--- config.mk ---
export PLATFORM = sky130hd
export DESIGN_NAME = dmem_bus_ctrl
export DESIGN_NICKNAME = d
export VERILOG_FILES = /design/src/rtl/dmem_bus_ctrl.sv
export SDC_FILE = /design/constraint.sdc
export NUM_CORES = 1
export LEC_CHECK = 0
export BUFFER_PORTS_ARGS = -buffer_cell sky130_fd_sc_hd__buf_2
export CORE_MARGIN = 1
export CORE_UTILIZATION = 46
export DETAILED_ROUTE_END_ITERATION = 10
export GPL_TIMING_DRIVEN = 0
export PLACE_DENSITY = 0.8
export SYNTH_ARGS = -nofsm -noshare
export SYNTH_HDL_FRONTEND = slang
export SYNTH_SLANG_ARGS = --single-unit
--- constraint.sdc ---
create_clock -name clk -period 2 [get_ports clk]
set_clock_uncertainty 0.2 [all_clocks]
set_input_delay 0.6 -clock clk [delete_from_list [all_inputs] [get_ports clk]]
set_output_delay 0.6 -clock clk [all_outputs]
set_load 0.005 [all_outputs]
--- src/rtl/dmem_bus_ctrl.sv ---
// dmem_bus_ctrl: multi-cycle data-memory bus controller that stalls the CPU until each access completes.
// Define DMEM_TIMEOUT_EN to abort REQ after TIMEOUT cycles without bus_ready.
module dmem_bus_ctrl #(
  parameter int unsigned ADDR_W  = 32,
  parameter int unsigned DATA_W  = 32,
  parameter int unsigned TIMEOUT = 16,
  parameter int unsigned TO_W    = 5
) (
  input  logic              clk,
  input  logic              reset,
  input  logic              MemReq,
  input  logic              MemWrite,
  input  logic [ADDR_W-1:0] ALUResult,
  input  logic [DATA_W-1:0] WriteData,
  output logic [DATA_W-1:0] ReadData,
  output logic              Stall,
  output logic              Fault,
  output logic              bus_valid,
  output logic              bus_we,
  output logic [ADDR_W-1:0] bus_addr,
  output logic [DATA_W-1:0] bus_wdata,
  input  logic              bus_ready,
  input  logic [DATA_W-1:0] bus_rdata
);

  typedef enum logic [1:0] {IDLE, REQ, DONE, ERR} state_e;

  // Elaboration guard: the timeout counter must be able to hold TIMEOUT.
  if (TIMEOUT >= (64'd1 << TO_W)) begin : g_to_w_too_small
    $error("dmem_bus_ctrl: TO_W too narrow for TIMEOUT");
  end

  state_e            state_q, state_d;
  logic [DATA_W-1:0] read_data_q, read_data_d;
  logic              fault_q, fault_d;
  logic              bus_valid_q, bus_valid_d;
  logic              bus_we_q, bus_we_d;
  logic [ADDR_W-1:0] bus_addr_q, bus_addr_d;
  logic [DATA_W-1:0] bus_wdata_q, bus_wdata_d;
  logic              aligned;
  logic              to_hit;

  assign aligned = (ALUResult[1:0] == 2'b00);

`ifdef DMEM_TIMEOUT_EN
  logic [TO_W-1:0] to_cnt_q, to_cnt_d;

  // Held at zero while idle, so it is clear on every IDLE->REQ entry.
  always_comb begin
    to_cnt_d = to_cnt_q;
    if (state_q == IDLE) begin
      to_cnt_d = '0;
    end else if ((state_q == REQ) && !bus_ready) begin
      to_cnt_d = to_cnt_q + TO_W'(1);
    end
  end

  always_ff @(posedge clk or negedge reset) begin
    if (!reset) begin
      to_cnt_q <= '0;
    end else begin
      to_cnt_q <= to_cnt_d;
    end
  end

  assign to_hit = (state_q == REQ) && !bus_ready && (to_cnt_q == TO_W'(TIMEOUT - 1));
`else
  assign to_hit = 1'b0;
`endif

  // Next-state and registered-output logic.
  always_comb begin
    state_d     = state_q;
    read_data_d = read_data_q;
    fault_d     = fault_q;
    bus_valid_d = bus_valid_q;
    bus_we_d    = bus_we_q;
    bus_addr_d  = bus_addr_q;
    bus_wdata_d = bus_wdata_q;
    unique case (state_q)
      IDLE: begin
        if (MemReq) begin
          if (aligned) begin
            state_d     = REQ;
            bus_valid_d = 1'b1;
            bus_we_d    = MemWrite;
            bus_addr_d  = ALUResult;
            bus_wdata_d = WriteData;
          end else begin
            state_d     = ERR;
            fault_d     = 1'b1;
            read_data_d = '0;
          end
        end
      end
      REQ: begin
        if (bus_ready) begin
          state_d     = DONE;
          bus_valid_d = 1'b0;
          bus_we_d    = 1'b0;
          if (!bus_we_q) begin
            read_data_d = bus_rdata;
          end
        end else if (to_hit) begin
          state_d     = ERR;
          bus_valid_d = 1'b0;
          bus_we_d    = 1'b0;
          fault_d     = 1'b1;
          read_data_d = '0;
        end
      end
      // MemReq seen here still belongs to the committing instruction.
      DONE:    state_d = IDLE;
      ERR:     state_d = IDLE;
      default: state_d = IDLE;
    endcase
  end

  always_ff @(posedge clk or negedge reset) begin
    if (!reset) begin
      state_q     <= IDLE;
      read_data_q <= '0;
      fault_q     <= 1'b0;
      bus_valid_q <= 1'b0;
      bus_we_q    <= 1'b0;
      bus_addr_q  <= '0;
      bus_wdata_q <= '0;
    end else begin
      state_q     <= state_d;
      read_data_q <= read_data_d;
      fault_q     <= fault_d;
      bus_valid_q <= bus_valid_d;
      bus_we_q    <= bus_we_d;
      bus_addr_q  <= bus_addr_d;
      bus_wdata_q <= bus_wdata_d;
    end
  end

  // Stall must react in the same cycle MemReq rises, so it is decoded from state.
  assign Stall     = reset & ((state_q == REQ) | ((state_q == IDLE) & MemReq));
  assign ReadData  = read_data_q;
  assign Fault     = fault_q;
  assign bus_valid = bus_valid_q;
  assign bus_we    = bus_we_q;
  assign bus_addr  = bus_addr_q;
  assign bus_wdata = bus_wdata_q;

endmodule

# Yosys cells after proc, flatten, opt, wreduce, memory -nomap -nowiden

Cells that the tools add are included.
W data, S select, Z words.

Bits in latches: 0
Memory bits (writable): 0
Output and inout port bits: 100
Word-level logic and storage cells: 44
Memories kept: 0
Bits in read-only memories: 0
Input port bits: 101
Register bits: 101

Mux-type cells: 16
$lt $le $gt $ge: 0
Shifts and indexed selects: 0
Reduce and logical (&&, ||, !) cells: 9
Bitwise logic cells: 4
Multiply operators: 0
Equality and inequality tests: 8
Add/subtract/negate cells: 0
Div/mod/pow operators: 0

Operator list:

| kind                 | count |
|---|---|
| $mux W32             | 4 |
| $pmux W32 S2         | 1 |
| $ne A2 B2 Y1 const B | 5 |
| $mux W2              | 3 |
| $pmux W2 S3          | 1 |
| $reduce_and A3 Y1    | 2 |
| $mux W1              | 5 |
| $reduce_and A5 Y1    | 1 |
| $eq A2 B2 Y1 const B | 2 |
| $logic_not A2 Y1     | 2 |
| $pmux W1 S2          | 2 |
| $reduce_and A4 Y1    | 1 |
| $and A1 B1 Y1        | 2 |
| $eq A2 B1 Y1 const B | 1 |
| $reduce_and A2 Y1    | 1 |
| $reduce_bool A2 Y1   | 1 |
| $reduce_or A2 Y1     | 1 |
| $not A1 Y1           | 1 |
| $or A1 B1 Y1         | 1 |

# Depth between registers and ports, before layout

Gate-level depths: netlist of the first run.

Depth after elaboration: 4
Mapped depth: 6

# Worst setup path after synthesis of the first run

OpenSTA, ideal clock, no wires.

Path type: input to register
Start: input ALUResult[1]
End: register bus_addr_q[10] (netlist: bus_addr[10])
Slack: 195 ps
Arrival: 1480 ps
Cell stages on the path: 5
Cells stage by stage: nor4_2 -> nand2_1 -> buf_6 -> buf_6 -> mux2_4

Cells in the longest elaborated chain, start to end: 2

RTL lines:

| element                     | line | source |
|---|---|---|
| from (decl)                 | 13   | `input logic [ADDR_W-1:0] ALUResult,` |
| $logic_not A2 Y1            | 43   | `assign aligned = (ALUResult[1:0] == 2'b00);` |
| $reduce_and A3 Y1 (no line) | -    |  |
| to (signal assigned)        | 134  | `bus_addr_q <= bus_addr_d;` |
| to (decl)                   | 38   | `logic [ADDR_W-1:0] bus_addr_q, bus_addr_d;` |

Every way passes these cells.
A chain may end at the register's enable or synchronous reset.

# Final worst setup path of the first run

Start: register state_q[1]
End: output Stall

Cells in the longest elaborated chain, start to end: 4

RTL lines:

| element                | line | source |
|---|---|---|
| from (decl)            | 33   | `state_e state_q, state_d;` |
| from (signal assigned) | 129  | `state_q <= state_d;` |
| $logic_not A2 Y1       | 140  | `assign Stall = reset & ((state_q == REQ) \| ((state_q == IDLE) & MemReq));` |
| $and A1 B1 Y1          | 140  |  |
| $or A1 B1 Y1 *         | 140  |  |
| $and A1 B1 Y1 *        | 140  |  |
| to (decl)              | 16   | `output logic Stall,` |

Mark *: on every way between the ends. The rest lies on a longest branch, timed or not.

==> flow_summary.yaml, run 1 <==
outcome:
  status: "finished, final reports clean"
clocking:
  htreeDepth: 3
  cts_tree: "built"
  numCtsBuffers: 9
  root_buffer: "clkbuf_8"
  clock_latency_ns: 0.34
  cts_sinks: 101
  cts.path.max_buffers: 2
  clk_pin_slew_ns: 0.09
hold_path:
  hold_path_class: "input port to async pin"
yosys:
  yosys-top-cells-count: "101 x dfrtp_1, 36 x mux2_4, 35 x nand2_1"
  synth-edff-count: 0
  synth_nets: 369
  netlist.area_leader.share: 0.6301
  yosysMostFrequentCell: "dfrtp_1"
  yosys-top-cells-area: "dfrtp_1 63%, mux2_4 13%, mux2_2 7.3%"
  synthArstFlopShare: 1.000
  yosysWarnings: 0
  netlist_area_sq_um: 4011
  synth-seq-area-share: 0.6301
  yosysTopAreaCell: "dfrtp_1"
  synth-main-ff-cell: "dfrtp_1"
  synth_area_per_cell_sq_um: 14.97
  syn_inst: 268
  synth-seq-cells: 101
  ys_types: 19
route:
  wl_per_cell_um: 16.30
  vias: 2938
  drt-vias-per-instance: 4.930
  drc_errors: 0
  dr.pass1.iters: 4
  ant_nets: 0
  first_iter_violations: 68
  wl_mm: 9.713
finish:
  drive_above_1_share: 0.6130
  final_area_sq_um: 5535
  multiInputGateArea_sq_um: 1371
  syn_to_final_growth_pct: 37.99
  finalNetCount: 587
  antenna_cells: 0
  seqCellArea_sq_um: 2527
  fillCellCount: 653
global_route:
  grt_pass1_wl_mm: 14.31
  grt_max_degree: 38
  use_met2: 0.3744
  use_met3: 0.05821
  grtUsageMet1: 0.2394
  track_usage: 0.2099
  gr-max-usage-layer: "met2"
  overflow: 0
  antenna_found_initial: 0
  grt_pass1_vias: 2983
die:
  ioPinCount: 201
  num_rows: 33
  die_h_um: 95.38
  start_util: 0.4809
  core_region_area_sq_um: 8341
  fp.dieArea_sq_um: 9097
  die-width_um: 95.38
setup_path:
  critical_path_class: "flop to output pin"
  cp.required_ns: 1.20
  cp_max_fo: 9
  worstSetupStartpointType: "flop"
  cp-end-kind: "output pin"
  cp.arrival_ns: 1.17
sta:
  post-route-period-util: 0.9846
  setup_tns_ns: 0
  hold_viol: 0
  slew_viol_final: 0
  tightest_slew_ns: 0.5251
  holdWs_ns: 0.1092
  min_period_ns: 1.969
  max_freq_ghz: 0.5078
  slew_headroom: 0.6472
  rsz0062_at_grt: "true"
  finalSetupViolations: 0
placed_design:
  placed_cell_area_sq_um: 5174
  dp_hpwl_mm: 7.110
  io_buffers: 200
  gp_congestion: 0.7371
power_and_ir_drop:
  internal_power_w: 0.005111
  clkPwrFrac: 0.181
  sw_frac_of_total: 0.3014
  p_leak_nw: 2.971
  powerDensity_nw_per_um2: 1322
  p_sw_w: 0.002205
  ir_drop_v: 0.0005523
  power_w: 0.007315
  p_seq_frac: 0.463
  combPwrFrac: 0.356
flow_run:
  max_cap_viol_count: 0
## kinds of logic after synthesis
logic type | Yosys count | synth area share
buf+inv | 21 | 0.03119
mux | 64 | 0.2127
compound gates | 36 | 0.07548
simple gates | 46 | 0.05053
flops | 101 | 0.6301
## registers in the layout (all words and copies together), names as in the netlist
signal and count:
bus_we 1, state_q 2, ReadData 32, bus_wdata 32, bus_addr 32, Fault 1, bus_valid 1
## worst max-delay path: stages (launching register included)
cell and delay (ns):
dfrtp_1 0.38, buf_6 0.14, nor3b_2 0.16, buf_2 0.15
## what timing repair did
| action | in CTS | in global routing |
|---|---|---|
| gates cloned | 2 | 0 |
| hold buffers | 2 | 0 |
| setup endpoints to repair | 5 | 1 |
| gates resized for setup | 10 | 1 |
| endpoints found under the hold margin | 27 | 0 |
| setup buffers | 1 | 1 |
## power groups by stage
| stage | registers, W | logic (W) | clock network (W) |
|---|---|---|---|
| floorplan | 0.00349 | 0.00117 | 0 |
| global placement | 0.00334 | 0.00250 | 0 |
| detailed placement | 0.00342 | 0.00258 | 0 |
| CTS | 0.00339 | 0.00264 | 0.00136 |
| global route | 0.00349 | 0.00287 | 0.00145 |
| finish | 0.00339 | 0.00260 | 0.00132 |
## worst paths after layout
path                                        start                         to  slack, ns  cells past startpoint
max in group asynchronous                   reset          Fault$_DFFE_PN0P_       0.84                      3
setup reg to reg           state_q[0]$_DFFE_PN0P_   ReadData[28]$_DFFE_PN0P_       0.14                      5
hold / removal                              reset  bus_wdata[20]$_DFFE_PN0P_       0.11                      2
min in group clk                    bus_rdata[18]   ReadData[18]$_DFFE_PN0P_       0.26                      2
setup / recovery           state_q[1]$_DFFE_PN0P_                      Stall       0.03                      3
hold reg to reg                 Fault$_DFFE_PN0P_          Fault$_DFFE_PN0P_       0.30                      1
## placed cells by master (no fill, tap or decap), drive strengths merged
cell	netlist	layout
and2	2	2
buf	12	216
bufbuf	0	2
bufinv	0	1
clkbuf	7	17
clkinv	0	2
clkinvlp	0	1
dfrtp	101	101
dlygate4sd3	0	1
inv	2	4
mux2	62	62
mux2i	2	2
nand2	35	35
nand4bb	1	1
nor2	3	3
nor3	2	2
nor3b	1	1
nor4	1	1
o21a	1	1
o21ai	3	3
o2bb2ai	32	32
or2	1	1
## through the flow
| stage | setup slack, ns | utilization | std cells |
|---|---|---|---|
| floorplan | 0.1948 | - | 268 |
| global placement | -1.501 | 0.6167 | 573 |
| detailed placement | -0.5541 | 0.6203 | 574 |
| CTS | 0.006563 | 0.6623 | 595 |
| global route | -0.05575 | 0.6637 | 596 |
| finish | 0.03080 | 0.6637 | 596 |
## area by class of cell
type,instances,share of cell area
Sequential cell,101,0.4566
Multi-Input combinational cell,146,0.2477
Timing Repair Buffer,207,0.2098
Clock buffer,10,0.02486
Tap cell,105,0.02373
Buffer,19,0.02351
Clock inverter,6,0.01243
Inverter,2,0.001356
## metal layers
metal | vias to the layer above | part of all wire | wire, um
met5 | - | 0 | 0
met4 | 0 | 0.013 | 123
met3 | 10 | 0.072 | 703
met2 | 125 | 0.51 | 4963
met1 | 1431 | 0.40 | 3922
li1 | 1372 | - | -
Note: power is estimated with default switching activity, not from simulation.
==> run 2: changes to the inputs <==
Clock period 2 ns to 1.9 ns, I/O delays scaled along.
==> flow_summary.yaml, run 2 (synthesized netlist as in run 1, its figures left out) <==
outcome:
  status: "finished, violations left"
  violations: "negative setup slack"
setup_path:
  cp.arrival_ns: 1.16
  r2r-end: "bus_wdata[29]$_DFFE_PN0P_"
  cp.required_ns: 1.13
  worstSetupStartpointType: "flop"
  critical_path_class: "flop to output pin"
  cp-end-kind: "output pin"
  reg2reg_depth: 6
  rrSetupSlack_ns: 0.08
  critPathSlowestCell: "dfrtp_1"
  critPathBufInv: 2
  rr_startpoint: "state_q[0]$_DFFE_PN0P_"
  cp_top_family: "flip-flops"
  crit_chain: "buf_6 -> nor2_4 -> nor3b_2 -> buf_2"
  max_stage_delay_ns: 0.35
  cp_max_fo: 7
route:
  drc_errors: 0
  first_iter_violations: 78
  wl_mm: 9.737
  dr.pass1.iters: 4
  wl_per_cell_um: 16.31
  ant_nets: 0
  vias: 2958
  drt-vias-per-instance: 4.955
finish:
  multiInputGateArea_sq_um: 1381
  finalNetCount: 588
  seqCellArea_sq_um: 2529
  drive_above_1_share: 0.6199
  syn_to_final_growth_pct: 38.40
  fillCellCount: 652
  layout_commonest_cell: "buf_2"
  antenna_cells: 0
  stdcell_count: 597
  layout_common_cells: "204 x buf_2, 100 x dfrtp_1, 36 x mux2_4"
sta:
  worst_slack_ns: -0.02796
  hold_viol: 0
  setup_tns_ns: -0.02796
  rsz0062_at_grt: "true"
  min_period_ns: 1.928
  tightest_slew_ns: 0.4445
  holdWs_ns: 0.08466
  slew_viol_final: 0
  slew_headroom: 0.7037
  finalSetupViolations: 1
  max_freq_ghz: 0.5187
  post-route-period-util: 1.015
power_and_ir_drop:
  sw_frac_of_total: 0.3018
  p_seq_frac: 0.465
  combPwrFrac: 0.355
  clkPwrFrac: 0.181
  p_sw_w: 0.002324
  powerDensity_nw_per_um2: 1387
  p_leak_nw: 2.979
  internal_power_w: 0.005377
  ir_drop_v: 0.0005812
  power_w: 0.007701
flow_run:
  max_cap_viol_count: 0
clocking:
  clk_pin_slew_ns: 0.09
  cts_sinks: 101
  cts_tree: "built"
  htreeDepth: 3
  root_buffer: "clkbuf_8"
  cts.path.max_buffers: 2
  numCtsBuffers: 9
  clock_latency_ns: 0.34
global_route:
  track_usage: 0.2101
  antenna_found_initial: 0
  grt_max_degree: 38
  grt_pass1_vias: 2981
  grt_pass1_wl_mm: 14.32
  overflow: 0
die:
  die-width_um: 95.38
  start_util: 0.4809
  ioPinCount: 201
  die_h_um: 95.38
  num_rows: 33
  core_region_area_sq_um: 8341
  fp.dieArea_sq_um: 9097
hold_path:
  hold_path_class: "input port to async pin"
placed_design:
  dp_cells: 574
  io_buffers: 200
  gp_congestion: 0.7371
  dp_hpwl_mm: 7.110
## run 2: per-stage QoR
| step | utilization | cell area, sq um | setup WS [ns] |
|---|---|---|---|
| after floorplan | - | 4011 | 0.1248 |
| after global placement | 0.6167 | 5144 | -1.541 |
| after detailed placement | 0.6203 | 5174 | -0.5941 |
| after CTS | 0.6607 | 5510 | -0.1276 |
| after global routing | 0.6656 | 5552 | -0.1280 |
| final | 0.6656 | 5552 | -0.02796 |
## run 2: how the worst max path moves through the flow
stage	from	to	slack, ns	cells after the start
finish	state_q[0]$_DFFE_PN0P_	Stall	-0.03	4
global route	state_q[0]$_DFFE_PN0P_	Stall	-0.13	4
CTS	state_q[1]$_DFFE_PN0P_	Stall	-0.13	3
detailed placement	reset	Stall	-0.59	4
global placement	reset	Stall	-1.54	3
floorplan	ALUResult[1]	bus_addr[10]$_DFFE_PN0P_	0.12	5
## run 2: area by class of cell
type | instances | area share
sequential | 101 | 0.4555
multi-input combinational | 146 | 0.2488
timing repair buffer | 209 | 0.2119
clock buffer | 10 | 0.02479
tap | 105 | 0.02366
buffer | 18 | 0.02164
clock inverter | 6 | 0.01240
inverter | 2 | 0.001352
## run 2: metal layers
layer	vias up	GRT usage	part of all wire
met2	122	0.3750	0.51
met1	1453	0.2394	0.41
met3	8	0.05821	0.071
met5	-	0	0
li1	1375	-	-
met4	0	0.07711	0.0093
## run 2: timing repair
action,4_1_cts,5_1_grt
hold endpoints to repair,27,0
resized for setup,6,9
gates cloned,2,0
buffers inserted,1,3
hold buffers,2,0
pin swaps,0,1
endpoints found under the setup margin,31,66
## run 2: power by group through the flow
| stage | combinational [W] | sequential [W] | clock (W) |
|---|---|---|---|
| 2_1_floorplan | 0.00123 | 0.00367 | 0 |
| 3_3_place_gp | 0.00263 | 0.00352 | 0 |
| 3_5_place_dp | 0.00271 | 0.00360 | 0 |
| 4_1_cts | 0.00277 | 0.00356 | 0.00143 |
| 5_1_grt | 0.00301 | 0.00369 | 0.00153 |
| 6_report | 0.00273 | 0.00358 | 0.00139 |
## run 2: worst reg2reg max path, stage by stage (launching register included)
cell     delay, ns
dfrtp_1       0.38
buf_6         0.14
nor4_2        0.23
nand2_1       0.13
buf_6         0.17
buf_6         0.16
mux2_4        0.31
